## src/rtl/mem_stage_lsu_if.sv

```systemverilog
// mem_stage_lsu_if: EX/MEM inputs, data-bus handshake and MEM/WB outputs of the LSU.
interface mem_stage_lsu_if;
  logic        rd_en;
  logic        wr_en;
  logic        reg_wr;
  logic [1:0]  sel_dm;
  logic [31:0] alu_out;
  logic [31:0] rdata2;
  logic [31:0] pc;
  logic [31:0] inst;
  logic        stall;
  logic        dbus_req;
  logic        dbus_we;
  logic [31:0] dbus_addr;
  logic [31:0] dbus_wdata;
  logic [3:0]  dbus_wstrb;
  logic        dbus_ack;
  logic [31:0] dbus_rdata;
  logic        wb_reg_wr;
  logic [1:0]  wb_sel_dm;
  logic [31:0] wb_alu_out;
  logic [31:0] wb_load_data;
  logic [31:0] wb_pc;
  logic [31:0] wb_inst;
  logic        misalign_err;
  logic        bus_err;
  modport master (
    output rd_en, wr_en, reg_wr, sel_dm, alu_out, rdata2, pc, inst, dbus_ack, dbus_rdata,
    input  stall, dbus_req, dbus_we, dbus_addr, dbus_wdata, dbus_wstrb,
           wb_reg_wr, wb_sel_dm, wb_alu_out, wb_load_data, wb_pc, wb_inst, misalign_err, bus_err
  );
  modport slave (
    input  rd_en, wr_en, reg_wr, sel_dm, alu_out, rdata2, pc, inst, dbus_ack, dbus_rdata,
    output stall, dbus_req, dbus_we, dbus_addr, dbus_wdata, dbus_wstrb,
           wb_reg_wr, wb_sel_dm, wb_alu_out, wb_load_data, wb_pc, wb_inst, misalign_err, bus_err
  );
endinterface

```

## src/rtl/mem_stage_lsu.sv

```systemverilog
// mem_stage_lsu: MEM-stage load/store unit; req/ack data bus, upstream stall, MEM/WB register.
module mem_stage_lsu #(
  parameter int MAX_WAIT = 16
) (
  input logic            clk,
  input logic            reset,
  mem_stage_lsu_if.slave lsu_io
);
  localparam int CW = $clog2(MAX_WAIT + 1);
  typedef enum logic {IDLE, BUSY} state_t;
  typedef struct packed {
    logic        reg_wr;
    logic [1:0]  sel_dm;
    logic [31:0] alu_out;
    logic [31:0] pc;
    logic [31:0] inst;
  } wb_t;
  state_t        state_q;
  logic [CW-1:0] cnt_q;
  wb_t           lat_q, wb_q, in_wb;
  logic [31:0]   load_q, addr_q, wdata_q, wdata_d, load_d;
  logic [3:0]    wstrb_q, strb_d;
  logic          we_q, byte_q, half_q, uns_q, misal_q, bus_err_q;
  logic [2:0]    f3;
  logic [7:0]    byte_v;
  logic [15:0]   half_v;
  logic          mem_op, is_ld, byte_acc, half_acc, misal, start, busy, tmo;
  // A load+store request is a store; unknown funct3 codes fall back to word size.
  always_comb begin
    f3       = lsu_io.inst[14:12];
    mem_op   = lsu_io.rd_en | lsu_io.wr_en;
    is_ld    = lsu_io.rd_en & ~lsu_io.wr_en;
    byte_acc = f3 == 3'b000 || (is_ld && f3 == 3'b100);
    half_acc = f3 == 3'b001 || (is_ld && f3 == 3'b101);
    misal    = half_acc ? lsu_io.alu_out[0] : !byte_acc && lsu_io.alu_out[1:0] != 2'b00;
    busy     = state_q == BUSY;
    start    = !busy && mem_op && !misal;
    tmo      = busy && !lsu_io.dbus_ack && cnt_q == CW'(MAX_WAIT - 1);
    in_wb    = '{reg_wr: lsu_io.reg_wr, sel_dm: lsu_io.sel_dm, alu_out: lsu_io.alu_out,
                 pc: lsu_io.pc, inst: lsu_io.inst};
    wdata_d  = byte_acc ? {4{lsu_io.rdata2[7:0]}} : half_acc ? {2{lsu_io.rdata2[15:0]}} : lsu_io.rdata2;
    strb_d   = byte_acc ? 4'b0001 << lsu_io.alu_out[1:0] :
               half_acc ? (lsu_io.alu_out[1] ? 4'b1100 : 4'b0011) : 4'b1111;
    byte_v   = 8'(lsu_io.dbus_rdata >> {addr_q[1:0], 3'b000});
    half_v   = 16'(lsu_io.dbus_rdata >> {addr_q[1], 4'b0000});
    load_d   = we_q ? 32'h0 :
               byte_q ? {{24{~uns_q & byte_v[7]}}, byte_v} :
               half_q ? {{16{~uns_q & half_v[15]}}, half_v} : lsu_io.dbus_rdata;
  end
  assign lsu_io.stall        = !reset && (start || (busy && !lsu_io.dbus_ack && !tmo));
  assign lsu_io.dbus_req     = busy;
  assign lsu_io.dbus_we      = we_q;
  assign lsu_io.dbus_addr    = {addr_q[31:2], 2'b00};
  assign lsu_io.dbus_wdata   = wdata_q;
  assign lsu_io.dbus_wstrb   = wstrb_q;
  assign lsu_io.wb_reg_wr    = wb_q.reg_wr;
  assign lsu_io.wb_sel_dm    = wb_q.sel_dm;
  assign lsu_io.wb_alu_out   = wb_q.alu_out;
  assign lsu_io.wb_pc        = wb_q.pc;
  assign lsu_io.wb_inst      = wb_q.inst;
  assign lsu_io.wb_load_data = load_q;
  assign lsu_io.misalign_err = misal_q;
  assign lsu_io.bus_err      = bus_err_q;
  always_ff @(posedge clk or posedge reset) begin
    if (reset) begin
      state_q   <= IDLE;
      cnt_q     <= '0;
      lat_q     <= '0;
      wb_q      <= '0;
      load_q    <= '0;
      addr_q    <= '0;
      wdata_q   <= '0;
      wstrb_q   <= '0;
      we_q      <= 1'b0;
      byte_q    <= 1'b0;
      half_q    <= 1'b0;
      uns_q     <= 1'b0;
      misal_q   <= 1'b0;
      bus_err_q <= 1'b0;
    end else begin
      misal_q   <= 1'b0;
      bus_err_q <= 1'b0;
      load_q    <= '0;
      if (!busy) begin
        wb_q        <= start ? wb_t'('0) : in_wb;
        wb_q.reg_wr <= lsu_io.reg_wr & ~mem_op;
        misal_q     <= mem_op & misal;
        if (start) begin
          state_q <= BUSY;
          cnt_q   <= '0;
          lat_q   <= in_wb;
          addr_q  <= lsu_io.alu_out;
          we_q    <= !is_ld;
          wdata_q <= wdata_d;
          wstrb_q <= is_ld ? 4'b0000 : strb_d;
          byte_q  <= byte_acc;
          half_q  <= half_acc;
          uns_q   <= f3[2];
        end
      end else if (lsu_io.dbus_ack) begin
        state_q <= IDLE;
        cnt_q   <= '0;
        wb_q    <= lat_q;
        load_q  <= load_d;
      end else begin
        wb_q  <= '0;
        cnt_q <= cnt_q + 1'b1;
        if (tmo) begin
          state_q   <= IDLE;
          cnt_q     <= '0;
          bus_err_q <= 1'b1;
        end
      end
    end
  end
endmodule
```

## src/flat_wrapper.sv

```systemverilog
// flat-port wrapper written by rule: the top's interface ports become plain ports
module mem_stage_lsu_flat 
#(
  parameter int MAX_WAIT = 16
)
  (clk, reset, lsu_io_rd_en, lsu_io_wr_en, lsu_io_reg_wr, lsu_io_sel_dm, lsu_io_alu_out, lsu_io_rdata2, lsu_io_pc, lsu_io_inst, lsu_io_dbus_ack, lsu_io_dbus_rdata, lsu_io_stall, lsu_io_dbus_req, lsu_io_dbus_we, lsu_io_dbus_addr, lsu_io_dbus_wdata, lsu_io_dbus_wstrb, lsu_io_wb_reg_wr, lsu_io_wb_sel_dm, lsu_io_wb_alu_out, lsu_io_wb_load_data, lsu_io_wb_pc, lsu_io_wb_inst, lsu_io_misalign_err, lsu_io_bus_err);
  mem_stage_lsu_if lsu_io_i ();
  input logic clk;
  input logic reset;
  input wire logic [$bits(lsu_io_i.rd_en)-1:0] lsu_io_rd_en;
  input wire logic [$bits(lsu_io_i.wr_en)-1:0] lsu_io_wr_en;
  input wire logic [$bits(lsu_io_i.reg_wr)-1:0] lsu_io_reg_wr;
  input wire logic [$bits(lsu_io_i.sel_dm)-1:0] lsu_io_sel_dm;
  input wire logic [$bits(lsu_io_i.alu_out)-1:0] lsu_io_alu_out;
  input wire logic [$bits(lsu_io_i.rdata2)-1:0] lsu_io_rdata2;
  input wire logic [$bits(lsu_io_i.pc)-1:0] lsu_io_pc;
  input wire logic [$bits(lsu_io_i.inst)-1:0] lsu_io_inst;
  input wire logic [$bits(lsu_io_i.dbus_ack)-1:0] lsu_io_dbus_ack;
  input wire logic [$bits(lsu_io_i.dbus_rdata)-1:0] lsu_io_dbus_rdata;
  output wire logic [$bits(lsu_io_i.stall)-1:0] lsu_io_stall;
  output wire logic [$bits(lsu_io_i.dbus_req)-1:0] lsu_io_dbus_req;
  output wire logic [$bits(lsu_io_i.dbus_we)-1:0] lsu_io_dbus_we;
  output wire logic [$bits(lsu_io_i.dbus_addr)-1:0] lsu_io_dbus_addr;
  output wire logic [$bits(lsu_io_i.dbus_wdata)-1:0] lsu_io_dbus_wdata;
  output wire logic [$bits(lsu_io_i.dbus_wstrb)-1:0] lsu_io_dbus_wstrb;
  output wire logic [$bits(lsu_io_i.wb_reg_wr)-1:0] lsu_io_wb_reg_wr;
  output wire logic [$bits(lsu_io_i.wb_sel_dm)-1:0] lsu_io_wb_sel_dm;
  output wire logic [$bits(lsu_io_i.wb_alu_out)-1:0] lsu_io_wb_alu_out;
  output wire logic [$bits(lsu_io_i.wb_load_data)-1:0] lsu_io_wb_load_data;
  output wire logic [$bits(lsu_io_i.wb_pc)-1:0] lsu_io_wb_pc;
  output wire logic [$bits(lsu_io_i.wb_inst)-1:0] lsu_io_wb_inst;
  output wire logic [$bits(lsu_io_i.misalign_err)-1:0] lsu_io_misalign_err;
  output wire logic [$bits(lsu_io_i.bus_err)-1:0] lsu_io_bus_err;
  assign lsu_io_i.rd_en = lsu_io_rd_en;
  assign lsu_io_i.wr_en = lsu_io_wr_en;
  assign lsu_io_i.reg_wr = lsu_io_reg_wr;
  assign lsu_io_i.sel_dm = lsu_io_sel_dm;
  assign lsu_io_i.alu_out = lsu_io_alu_out;
  assign lsu_io_i.rdata2 = lsu_io_rdata2;
  assign lsu_io_i.pc = lsu_io_pc;
  assign lsu_io_i.inst = lsu_io_inst;
  assign lsu_io_i.dbus_ack = lsu_io_dbus_ack;
  assign lsu_io_i.dbus_rdata = lsu_io_dbus_rdata;
  assign lsu_io_stall = lsu_io_i.stall;
  assign lsu_io_dbus_req = lsu_io_i.dbus_req;
  assign lsu_io_dbus_we = lsu_io_i.dbus_we;
  assign lsu_io_dbus_addr = lsu_io_i.dbus_addr;
  assign lsu_io_dbus_wdata = lsu_io_i.dbus_wdata;
  assign lsu_io_dbus_wstrb = lsu_io_i.dbus_wstrb;
  assign lsu_io_wb_reg_wr = lsu_io_i.wb_reg_wr;
  assign lsu_io_wb_sel_dm = lsu_io_i.wb_sel_dm;
  assign lsu_io_wb_alu_out = lsu_io_i.wb_alu_out;
  assign lsu_io_wb_load_data = lsu_io_i.wb_load_data;
  assign lsu_io_wb_pc = lsu_io_i.wb_pc;
  assign lsu_io_wb_inst = lsu_io_i.wb_inst;
  assign lsu_io_misalign_err = lsu_io_i.misalign_err;
  assign lsu_io_bus_err = lsu_io_i.bus_err;
  mem_stage_lsu #(.MAX_WAIT(MAX_WAIT)) u_core (.clk(clk), .reset(reset), .lsu_io(lsu_io_i));
endmodule
```

## config.mk

```make
export PLATFORM = sky130hd
export DESIGN_NAME = mem_stage_lsu_flat
export DESIGN_NICKNAME = d
export VERILOG_FILES = /design/src/rtl/mem_stage_lsu_if.sv /design/src/rtl/mem_stage_lsu.sv /design/src/flat_wrapper.sv
export SDC_FILE = /design/constraint.sdc
export NUM_CORES = 1
export LEC_CHECK = 0
export CELL_PAD_IN_SITES_DETAIL_PLACEMENT = 0
export CELL_PAD_IN_SITES_GLOBAL_PLACEMENT = 1
export CORE_ASPECT_RATIO = 0.6
export CORE_MARGIN = 1.5
export CORE_UTILIZATION = 33
export DETAILED_ROUTE_END_ITERATION = 7
export PLACE_DENSITY_LB_ADDON = 0.1
export SLEW_MARGIN = 15
export SYNTH_ARGS = -nofsm -noshare
export SYNTH_HDL_FRONTEND = slang
export SYNTH_SLANG_ARGS = --single-unit
```

## constraint.sdc

```tcl
create_clock -name clk -period 9.5 [get_ports clk]
set_input_delay 1.9 -clock clk [delete_from_list [all_inputs] [get_ports clk]]
set_output_delay 1.9 -clock clk [all_outputs]
set_load 0.005 [all_outputs]
```

== Word level (Yosys, flattened, before mapping) ==
Cells that the tools add are included.
Storage, ports and cells
  register bits: 278
  output and inout bits: 204
  logic and storage cells: 89
Cells by class
  add/subtract/negate cells: 1
  equal/unequal tests: 4
  shifts and indexed selects: 3
  mux-type cells: 27
  bitwise logic cells: 10
  reduce and logical (&&, ||, !) cells: 23
Operators with widths (count)
  two-way mux 32 bit: 7
  two-way mux 99 bit: 2
  two-way mux 98 bit: 1
  >> shifter 32 x 5 -> 16 bit: 1
  >> shifter 32 x 5 -> 8 bit: 1
  two-way mux 5 bit: 4
  two-way mux 4 bit: 4
  logical AND 1 bit: 9
  two-way mux 1 bit: 9
  zero test 1 bit: 7
  == test 3 bit, second input constant: 2
  adder 5 x 1 -> 5 bit, second input constant: 1
  AND 1 bit: 5
  == test 5 x 4 -> 1 bit, second input constant: 1
  NOT 1 bit: 4
  nonzero test 2 bit: 2
  left shift 1 x 2 -> 4 bit, first input constant: 1
  == test 3 x 1 -> 1 bit, second input constant: 1
  zero test 3 bit: 1
  logical OR 1 bit: 3
  AND reduction 2 bit: 1
  OR 1 bit: 1

== Depth between registers and ports, before layout ==
Gate-level depths: netlist (run 1).
  depth in word-level cells: 11
  depth in mapped cells: 7
  depth with buffers taken out: 5

== Worst setup path before layout (run 1) ==
No wires, ideal clock.
  path type: input -> output
  from: in lsu_io_wr_en
  to: out lsu_io_stall
  arrival time: 3158 ps
  data required time: 7600 ps
  slack: 4442 ps
  stages: 6
  path buffers: 2
  cells stage by stage: nand2b_4 > a211o_1 > a221o_1 > buf_4 > buf_6 > a21oi_1
On the way
  longest elaborated chain between the ends: 11
  elaborated cells on any way between the ends: 15
  classes of those cells: mux (1); bitwise (3); reduce/logical (11)
RTL lines
  from (decl): line flat_wrapper.sv:11  | input wire logic [$bits(lsu_io_i.wr_en)-1:0] lsu_io_wr_en;
  NOT 1 bit: line mem_stage_lsu.sv:32  | is_ld = lsu_io.rd_en & ~lsu_io.wr_en;
  AND 1 bit: line mem_stage_lsu.sv:32
  logical AND 1 bit: line mem_stage_lsu.sv:33  | byte_acc = f3 == 3'b000 || (is_ld && f3 == 3'b100);
  logical OR 1 bit: line mem_stage_lsu.sv:33
  zero test 1 bit: line mem_stage_lsu.sv:35  | misal = half_acc ? lsu_io.alu_out[0] : !byte_acc && lsu_io.alu_out[1:0] != 2'b00;
  logical AND 1 bit: line mem_stage_lsu.sv:35
  two-way mux 1 bit: line mem_stage_lsu.sv:35
  zero test 1 bit: line mem_stage_lsu.sv:37  | start = !busy && mem_op && !misal;
  logical AND 1 bit (*): line mem_stage_lsu.sv:37
  logical OR 1 bit (*): line mem_stage_lsu.sv:50  | assign lsu_io.stall = !reset && (start || (busy && !lsu_io.dbus_ack && !tmo));
  logical AND 1 bit (*): line mem_stage_lsu.sv:50
  to (decl): line flat_wrapper.sv:20  | output wire logic [$bits(lsu_io_i.stall)-1:0] lsu_io_stall;
Mark *: on every way between the ends. The rest lies on a longest branch, timed or not.

== Worst setup path after layout (run 1) ==
  from: in lsu_io_inst[12]
  to: out lsu_io_stall
On the way
  longest elaborated chain between the ends: 10
  elaborated cells on any way between the ends: 15
  classes of those cells: eq/ne (3); mux (1); reduce/logical (11)
RTL lines
  from (decl): line flat_wrapper.sv:17  | input wire logic [$bits(lsu_io_i.inst)-1:0] lsu_io_inst;
  == test 3 bit: line mem_stage_lsu.sv:33
  logical AND 1 bit: line mem_stage_lsu.sv:33
  logical OR 1 bit: line mem_stage_lsu.sv:33
  zero test 1 bit: line mem_stage_lsu.sv:35
  logical AND 1 bit: line mem_stage_lsu.sv:35
  two-way mux 1 bit (*): line mem_stage_lsu.sv:35
  zero test 1 bit (*): line mem_stage_lsu.sv:37
  logical AND 1 bit (*): line mem_stage_lsu.sv:37
  logical OR 1 bit (*): line mem_stage_lsu.sv:50
  logical AND 1 bit (*): line mem_stage_lsu.sv:50
Marked as above.

==> results.toml, run 1 <==
[clock_tree]
insertion_delay_to_the_later_sink_of_the_worst_skew_pair_ns = 0.57
cts-hold-fix-buffers = 0
clock_tree.htree_level_count = 1
cts.reportedPaths.clkPinSlew_ns = 0.06
cts_made_buffers = 28
postCtsSetupBuffers = 0
cts_num_sinks = 277
cts_resized = 0
tritoncts = "built"
worst_case_clock_buffer_depth = 3
cts.root.buffer_cell = "sky130_fd_sc_hd__clkbuf_16"

[placement]
place_congestion = 0.794
dpl-instance-area_um2 = 15200
pre_cts_ws_ns = 2.78
numPortBuffers = 369
detailedPlacementHpwl_mm = 21.8

[floorplanning]
effective_utilization_at_floorplan_pct = 33.6
design.core.area_um2 = 33800
floorplan.die_area_um2 = 35600
core.rowCount = 52
num_io_pins = 372
die_width_um = 243
height_of_the_die_um = 147

[finish]
share_of_cells_above_drive_strength_1_pct = 13.4
antennaDiodeCount = 0
design.final.nets = 1265
layout.cell_area.non_filler_um2 = 16100
area_growth_pct = 41.6

[grt]
antenna_violations_before_repair = 3
grt_max_degree = 182
vias_in_the_first_global_route = 8229
grt_overflow_total = 0
global_route.usage.total_pct = 18.4
grt_pass1_wl_mm = 51.7

[logic_synthesis]
synth_seq_cells = 277
synthFlopType = "sky130_fd_sc_hd__dfrtp_1"
synth.lib_cells_used.distinct = 41
synth-async-reset-ratio_pct = 100
synth.top_cell.area_share_pct = 60.9
most_frequently_used_cell_type_in_the_post_synthesis_netlist = "sky130_fd_sc_hd__dfrtp_1"
syn_area_per_cell_um2 = 14.5
synth_sequential_area_ratio_pct = 60.9
synth_edf_count = 0
syn-cell-area_um2 = 11400
synthTopCellsByCount = "277 x sky130_fd_sc_hd__dfrtp_1, 98 x sky130_fd_sc_hd__a32o_1, 85 x sky130_fd_sc_hd__mux2_1"
synthTopCellsByArea = "sky130_fd_sc_hd__dfrtp_1 61%, sky130_fd_sc_hd__a32o_1 8.6%, sky130_fd_sc_hd__mux2_1 8.4%"
synth.yosys.warnings = 0
synthesis.instances = 784
synth.largest_area_cell = "sky130_fd_sc_hd__dfrtp_1"

[power]
power_density_nw_per_um2 = 222
total_leakage_power_nw = 6.68
vdd_ir_drop_max_mv = 0.152
design_power_total_mw = 3.57

[critical_path]
reg2reg_from = "u_core.lsu_io.dbus_req$_DFF_PP0_"
critPathLaunchType = "input pin"
worst-r2r-cell-count = 5
arrival_ns = 4.76
critical_path_class = "in2out"
worst-endpoint-required_ns = 7.60
critical_path_peak_fanout = 32
rr_endpoint = "u_core.lat_q[91]$_DFFE_PP0P_"
ff2ff_setup_slack_ns = 5.73
worstSetupEndpointType = "primary output"

[timing]
post-route-worst-setup-slack_ns = 2.84
tns_ns = 0
final-hold-violation-count = 0
finalWorstPathRequiredPeriod_ns = 6.66
timing_max_transition_violations_final = 0
max_slew_margin_pct = 26.8
timing.hold.ws_ns = 0.477
rsz0062_at_grt = "false"
setup-violations-final = 0
max_freq_mhz = 150
skew_ns = 0.0249
tightest_slew_ns = 1.10
min_period_over_period_pct = 70.2

[route]
drt-initial-drc-count = 386
drt-pass1-iter-count = 6
total_wirelength_of_the_detailed_routed_design_mm = 33.1
wire_per_inst_um = 21.0
drc = 0
post_drt_via_cell_ratio = 4.97
route.antenna.remaining_nets = 0
dr_total_vias = 7834

[worst_hold_path]
worstHoldStart = "u_core.lat_q[13]$_DFFE_PP0P_"
timing.hold.worst_endpoint = "u_core.lsu_io.wb_inst[13]$_DFF_PP0_"
timing.hold.worst.class = "reg2reg"
timing.hold.worst_path_depth = 2

[outcome]
run_status = "complete, no violations"

[run]
max-cap-violations = 0
==> flip-flops by register name (all words and copies together), names as in the netlist, 2 cells and up <==
register                    count
u_core.cnt_q                    5
u_core.lat_q                   99
u_core.lsu_io.dbus_wdata       32
u_core.lsu_io.dbus_wstrb        4
u_core.lsu_io.wb_alu_out       32
u_core.lsu_io.wb_inst          32
u_core.lsu_io.wb_load_data     32
u_core.lsu_io.wb_pc            32
u_core.lsu_io.wb_sel_dm         2
==> power breakdown <==
part | switching [mW] | internal [mW] | leakage (nW) | total (mW)
Sequential | 0.147 | 1.44 | 3.43 | 1.58
Combinational | 0.342 | 0.565 | 2.81 | 0.908
Clock | 0.471 | 0.613 | 0.441 | 1.08
Total | 0.960 | 2.61 | 6.68 | 3.57
==> stage by stage <==
step	utilization (%)	instances
after floorplan	-	785
after global placement	44.9	1524
after CTS	47.6	1576
after global routing	47.6	1577
after detailed placement	44.9	1524
final	47.6	1577
==> worst max-delay path: stages <==
cell and delay (ns):
sky130_fd_sc_hd__clkdlybuf4s50_1 0.75, sky130_fd_sc_hd__a211o_1 0.64, sky130_fd_sc_hd__a221o_4 0.72, sky130_fd_sc_hd__a21oi_1 0.21, sky130_fd_sc_hd__clkdlybuf4s50_1 0.53
==> cells in the final DEF (no fill, tap or decap), types with 2 or more instances in the layout <==
| master | n |
|---|---|
| sky130_fd_sc_hd__nor2_1 | 31 |
| sky130_fd_sc_hd__clkinv_2 | 7 |
| sky130_fd_sc_hd__o2bb2ai_1 | 2 |
| sky130_fd_sc_hd__clkbuf_16 | 28 |
| sky130_fd_sc_hd__clkdlybuf4s50_1 | 369 |
| sky130_fd_sc_hd__dfrtp_1 | 277 |
| sky130_fd_sc_hd__mux4_2 | 8 |
| sky130_fd_sc_hd__clkbuf_8 | 5 |
| sky130_fd_sc_hd__nand2_1 | 7 |
| sky130_fd_sc_hd__nor2b_1 | 2 |
| sky130_fd_sc_hd__xor2_1 | 2 |
| sky130_fd_sc_hd__conb_1 | 2 |
| sky130_fd_sc_hd__a32o_1 | 98 |
| sky130_fd_sc_hd__a21oi_1 | 12 |
| sky130_fd_sc_hd__mux2_2 | 81 |
| sky130_fd_sc_hd__a21o_1 | 2 |
| sky130_fd_sc_hd__a2111oi_0 | 8 |
| sky130_fd_sc_hd__nand3_1 | 6 |
| sky130_fd_sc_hd__buf_4 | 7 |
| sky130_fd_sc_hd__mux2i_1 | 18 |
| sky130_fd_sc_hd__inv_1 | 2 |
| sky130_fd_sc_hd__o21ai_0 | 23 |
| sky130_fd_sc_hd__clkbuf_1 | 10 |
| sky130_fd_sc_hd__a31o_2 | 3 |
| sky130_fd_sc_hd__mux2_1 | 85 |
==> final cells by class <==
class                   count  area [µm²]
repair buffers            378        3790
clock buffers              43         807
multi-input cells         406        3900
inverters                   5        23.8
well taps                 459         574
clock inverters             9        85.1
flip-flops and latches    277        6930
fillers                  3054       17700
==> logic make-up (layout without fill, tap and decap cells) <==
kind of cell	after synthesis	in the layout	synth area share (%)
adders and majority gates	1	1	0.110
xor gates and xnor gates	3	3	0.231
muxes	192	192	19.6
and+or+nand+nor	50	50	1.91
other	1	2	0.0330
AOI/OAI and AO/OA	158	158	12.0
DFF	277	277	60.9
buffers and inverters	102	435	5.17
==> worst max path at each step <==
| stage | from | endpoint | slack, ns | cells past startpoint |
|---|---|---|---|---|
| floorplan | reset | u_core.byte_q$_DFFE_PP0P_ | 3.93 | 1 |
| detailed placement | lsu_io_inst[12] | lsu_io_stall | 2.78 | 5 |
| global route | lsu_io_inst[12] | lsu_io_stall | 2.67 | 5 |
| CTS | lsu_io_inst[12] | lsu_io_stall | 2.78 | 5 |
| global placement | lsu_io_inst[12] | lsu_io_stall | 2.79 | 5 |
| finish | lsu_io_inst[12] | lsu_io_stall | 2.84 | 5 |
==> metal layers <==
layer  track usage (%)  wire length, µm  vias up  share of wire, %
li1                  -                -     3547                 -
met1              25.8            15000     4019                45
met2              28.6            15300      224                46
met3              5.32             2230       40               6.7
met4              3.54              597        4               1.8
met5                 0               27        -             0.081
(Power assumes the default switching activity.)
==> run 2: changes to the inputs <==
--- a/config.mk
+++ b/config.mk
@@ -9,7 +9,7 @@
 export CELL_PAD_IN_SITES_GLOBAL_PLACEMENT = 1
 export CORE_ASPECT_RATIO = 0.6
 export CORE_MARGIN = 1.5
-export CORE_UTILIZATION = 33
+export CORE_UTILIZATION = 37
 export DETAILED_ROUTE_END_ITERATION = 7
 export PLACE_DENSITY_LB_ADDON = 0.1
 export SLEW_MARGIN = 15
==> constraint.sdc (replaced) <==
create_clock -name clk -period 6.4 [get_ports clk]
set_input_delay 1.28 -clock clk [delete_from_list [all_inputs] [get_ports clk]]
set_output_delay 1.28 -clock clk [all_outputs]
set_load 0.005 [all_outputs]
==> results.toml, run 2 (synthesis gave the netlist of run 1 again) <==
[outcome]
run_status = "complete, no violations"

[grt]
vias_in_the_first_global_route = 7993
grt_max_degree = 138
antenna_violations_before_repair = 4
grt_overflow_total = 0
global_route.usage.total_pct = 20.4
grt_pass1_wl_mm = 50.8

[route]
highest-signal-layer = "met5"
drc = 0
route.antenna.remaining_nets = 0
drt-pass1-iter-count = 5
total_wirelength_of_the_detailed_routed_design_mm = 32.9
met2_wirelength_mm = 14.4
wire_per_inst_um = 21.5
post_drt_via_cell_ratio = 5.13
drt-initial-drc-count = 482
wirelength_met1_mm = 15.8
detailroute.wirelength.met3_mm = 1.92
dr_total_vias = 7839

[timing]
min_period_over_period_pct = 81.3
final-hold-violation-count = 0
rsz0062_at_grt = "false"
post-route-worst-setup-slack_ns = 1.19
max_freq_mhz = 192
tns_ns = 0
timing_max_transition_violations_final = 0
skew_ns = 0.0104
setup-violations-final = 0
max_slew_margin_pct = 39.1
finalWorstPathRequiredPeriod_ns = 5.21
tightest_slew_ns = 0.912

[clock_tree]
cts.root.buffer_cell = "sky130_fd_sc_hd__clkbuf_16"
clock_tree.htree_level_count = 1
cts-hold-fix-buffers = 0
worst_case_clock_buffer_depth = 3
cts_made_buffers = 28
cts_resized = 0
cts.reportedPaths.clkPinSlew_ns = 0.06
tritoncts = "built"
insertion_delay_to_the_later_sink_of_the_worst_skew_pair_ns = 0.54
postCtsSetupBuffers = 0
cts_num_sinks = 277

[critical_path]
critical_path_peak_fanout = 35
critical_path_class = "in2out"
arrival_ns = 3.93
ff2ff_setup_slack_ns = 2.50
critical_path.max_stage_delay_ns = 0.74
worstSetupEndpointType = "primary output"
critPathBufInv = 2
cp_slowest_cell = "sky130_fd_sc_hd__a221o_4"
worstPathCellList = "clkdlybuf4s50_1, nand2b_4, a211o_1, a221o_4, a21oi_1, clkdlybuf4s50_1"
worst_path_most_repeated_cell = "sky130_fd_sc_hd__clkdlybuf4s50_1"
crit_family = "compound AO/OA/AOI/OAI gates"
worst-endpoint-required_ns = 5.12
critPathLaunchType = "input pin"

[finish]
instances_no_fill = 1528
design.final.nets = 1266
final_util_pct = 53.5
fillerInstances = 2586
layout_common_cells = "369 x sky130_fd_sc_hd__clkdlybuf4s50_1, 277 x sky130_fd_sc_hd__dfrtp_1, 98 x sky130_fd_sc_hd__a32o_1"
share_of_cells_above_drive_strength_1_pct = 13.8
max_flop_register = "u_core.lat_q"
final_common_cell = "sky130_fd_sc_hd__clkdlybuf4s50_1"
area_growth_pct = 41.4
largest_reg_flops = 99

[placement]
detailedPlacementHpwl_mm = 21.8
post-place-cells = 1475
pre_cts_ws_ns = 1.18
numPortBuffers = 369
place_congestion = 0.813

[worst_hold_path]
timing.hold.worst.class = "reg2reg"

[floorplanning]
effective_utilization_at_floorplan_pct = 37.8
core.rowCount = 49
num_io_pins = 372
die_width_um = 229
design.core.area_um2 = 30100
height_of_the_die_um = 139
floorplan.die_area_um2 = 31900

[power]
total_leakage_power_nw = 6.69
power_density_nw_per_um2 = 334
design_power_total_mw = 5.37
vdd_ir_drop_max_mv = 0.181

[run]
max-cap-violations = 0
## run 2: changes by cell type in the layout (fill, tap and decap cells not counted), moves of 2 or more
cell / previous run / this run
sky130_fd_sc_hd__clkbuf_1: 10 / 6
sky130_fd_sc_hd__clkbuf_8: 5 / 2
sky130_fd_sc_hd__clkinvlp_4: 1 / 4
sky130_fd_sc_hd__bufinv_16: 1 / 3
sky130_fd_sc_hd__clkinv_2: 7 / 9
sky130_fd_sc_hd__diode_2: 0 / 2
## run 2: worst paths after layout
path,from,endpoint,cells past startpoint
setup / recovery,lsu_io_wr_en,lsu_io_stall,6
hold / removal,u_core.lat_q[13]$_DFFE_PP0P_,u_core.lsu_io.wb_inst[13]$_DFF_PP0_,2
setup reg to reg,u_core.lsu_io.dbus_req$_DFF_PP0_,u_core.lat_q[84]$_DFFE_PP0P_,5
hold reg to reg,u_core.lat_q[13]$_DFFE_PP0P_,u_core.lsu_io.wb_inst[13]$_DFF_PP0_,2
max in group asynchronous,reset,u_core.lsu_io.wb_pc[6]$_DFF_PP0_,3
min in group asynchronous,reset,u_core.lsu_io.wb_load_data[23]$_DFF_PP0_,2
## run 2: area by class of cell
class,instances,area [µm²],share of cell area (%)
tap,408,510,3.17
sequential,277,6930,43.1
antenna,2,5.00,0.0311
inverter,5,23.8,0.148
clock buffer,37,776,4.82
timing repair buffer,379,3790,23.6
multi-input combinational,406,3900,24.2
clock inverter,14,153,0.949
## run 2: worst reg2reg max path, stage by stage (launching register included)
cell and delay (ns):
sky130_fd_sc_hd__dfrtp_1 0.59, sky130_fd_sc_hd__clkinv_2 0.74, sky130_fd_sc_hd__o21ai_0 0.64, sky130_fd_sc_hd__a221o_4 0.59
sky130_fd_sc_hd__buf_4 0.81, sky130_fd_sc_hd__mux2_1 0.42
## run 2: metal layers
| metal | vias up | GRT usage [%] |
|---|---|---|
| li1 | 3541 | - |
| met1 | 4037 | 30.4 |
| met2 | 210 | 29.5 |
| met3 | 49 | 5.57 |
| met4 | 2 | 4.43 |
| met5 | - | 0 |
## run 2: power by group
part / switching, mW / total (mW) / internal (mW)
combinational: 0.507 / 1.34 / 0.838
sequential: 0.228 / 2.36 / 2.13
clock: 0.692 / 1.66 / 0.973
total: 1.43 / 5.37 / 3.94
## run 2: stage by stage
step                      instance area, µm²  hold WS (ns)
after floorplan                        11400         0.435
after global placement                 15200         0.465
after detailed placement               15200         0.465
after CTS                              16100         0.480
final                                  16100         0.481
after global routing                   16100         0.507
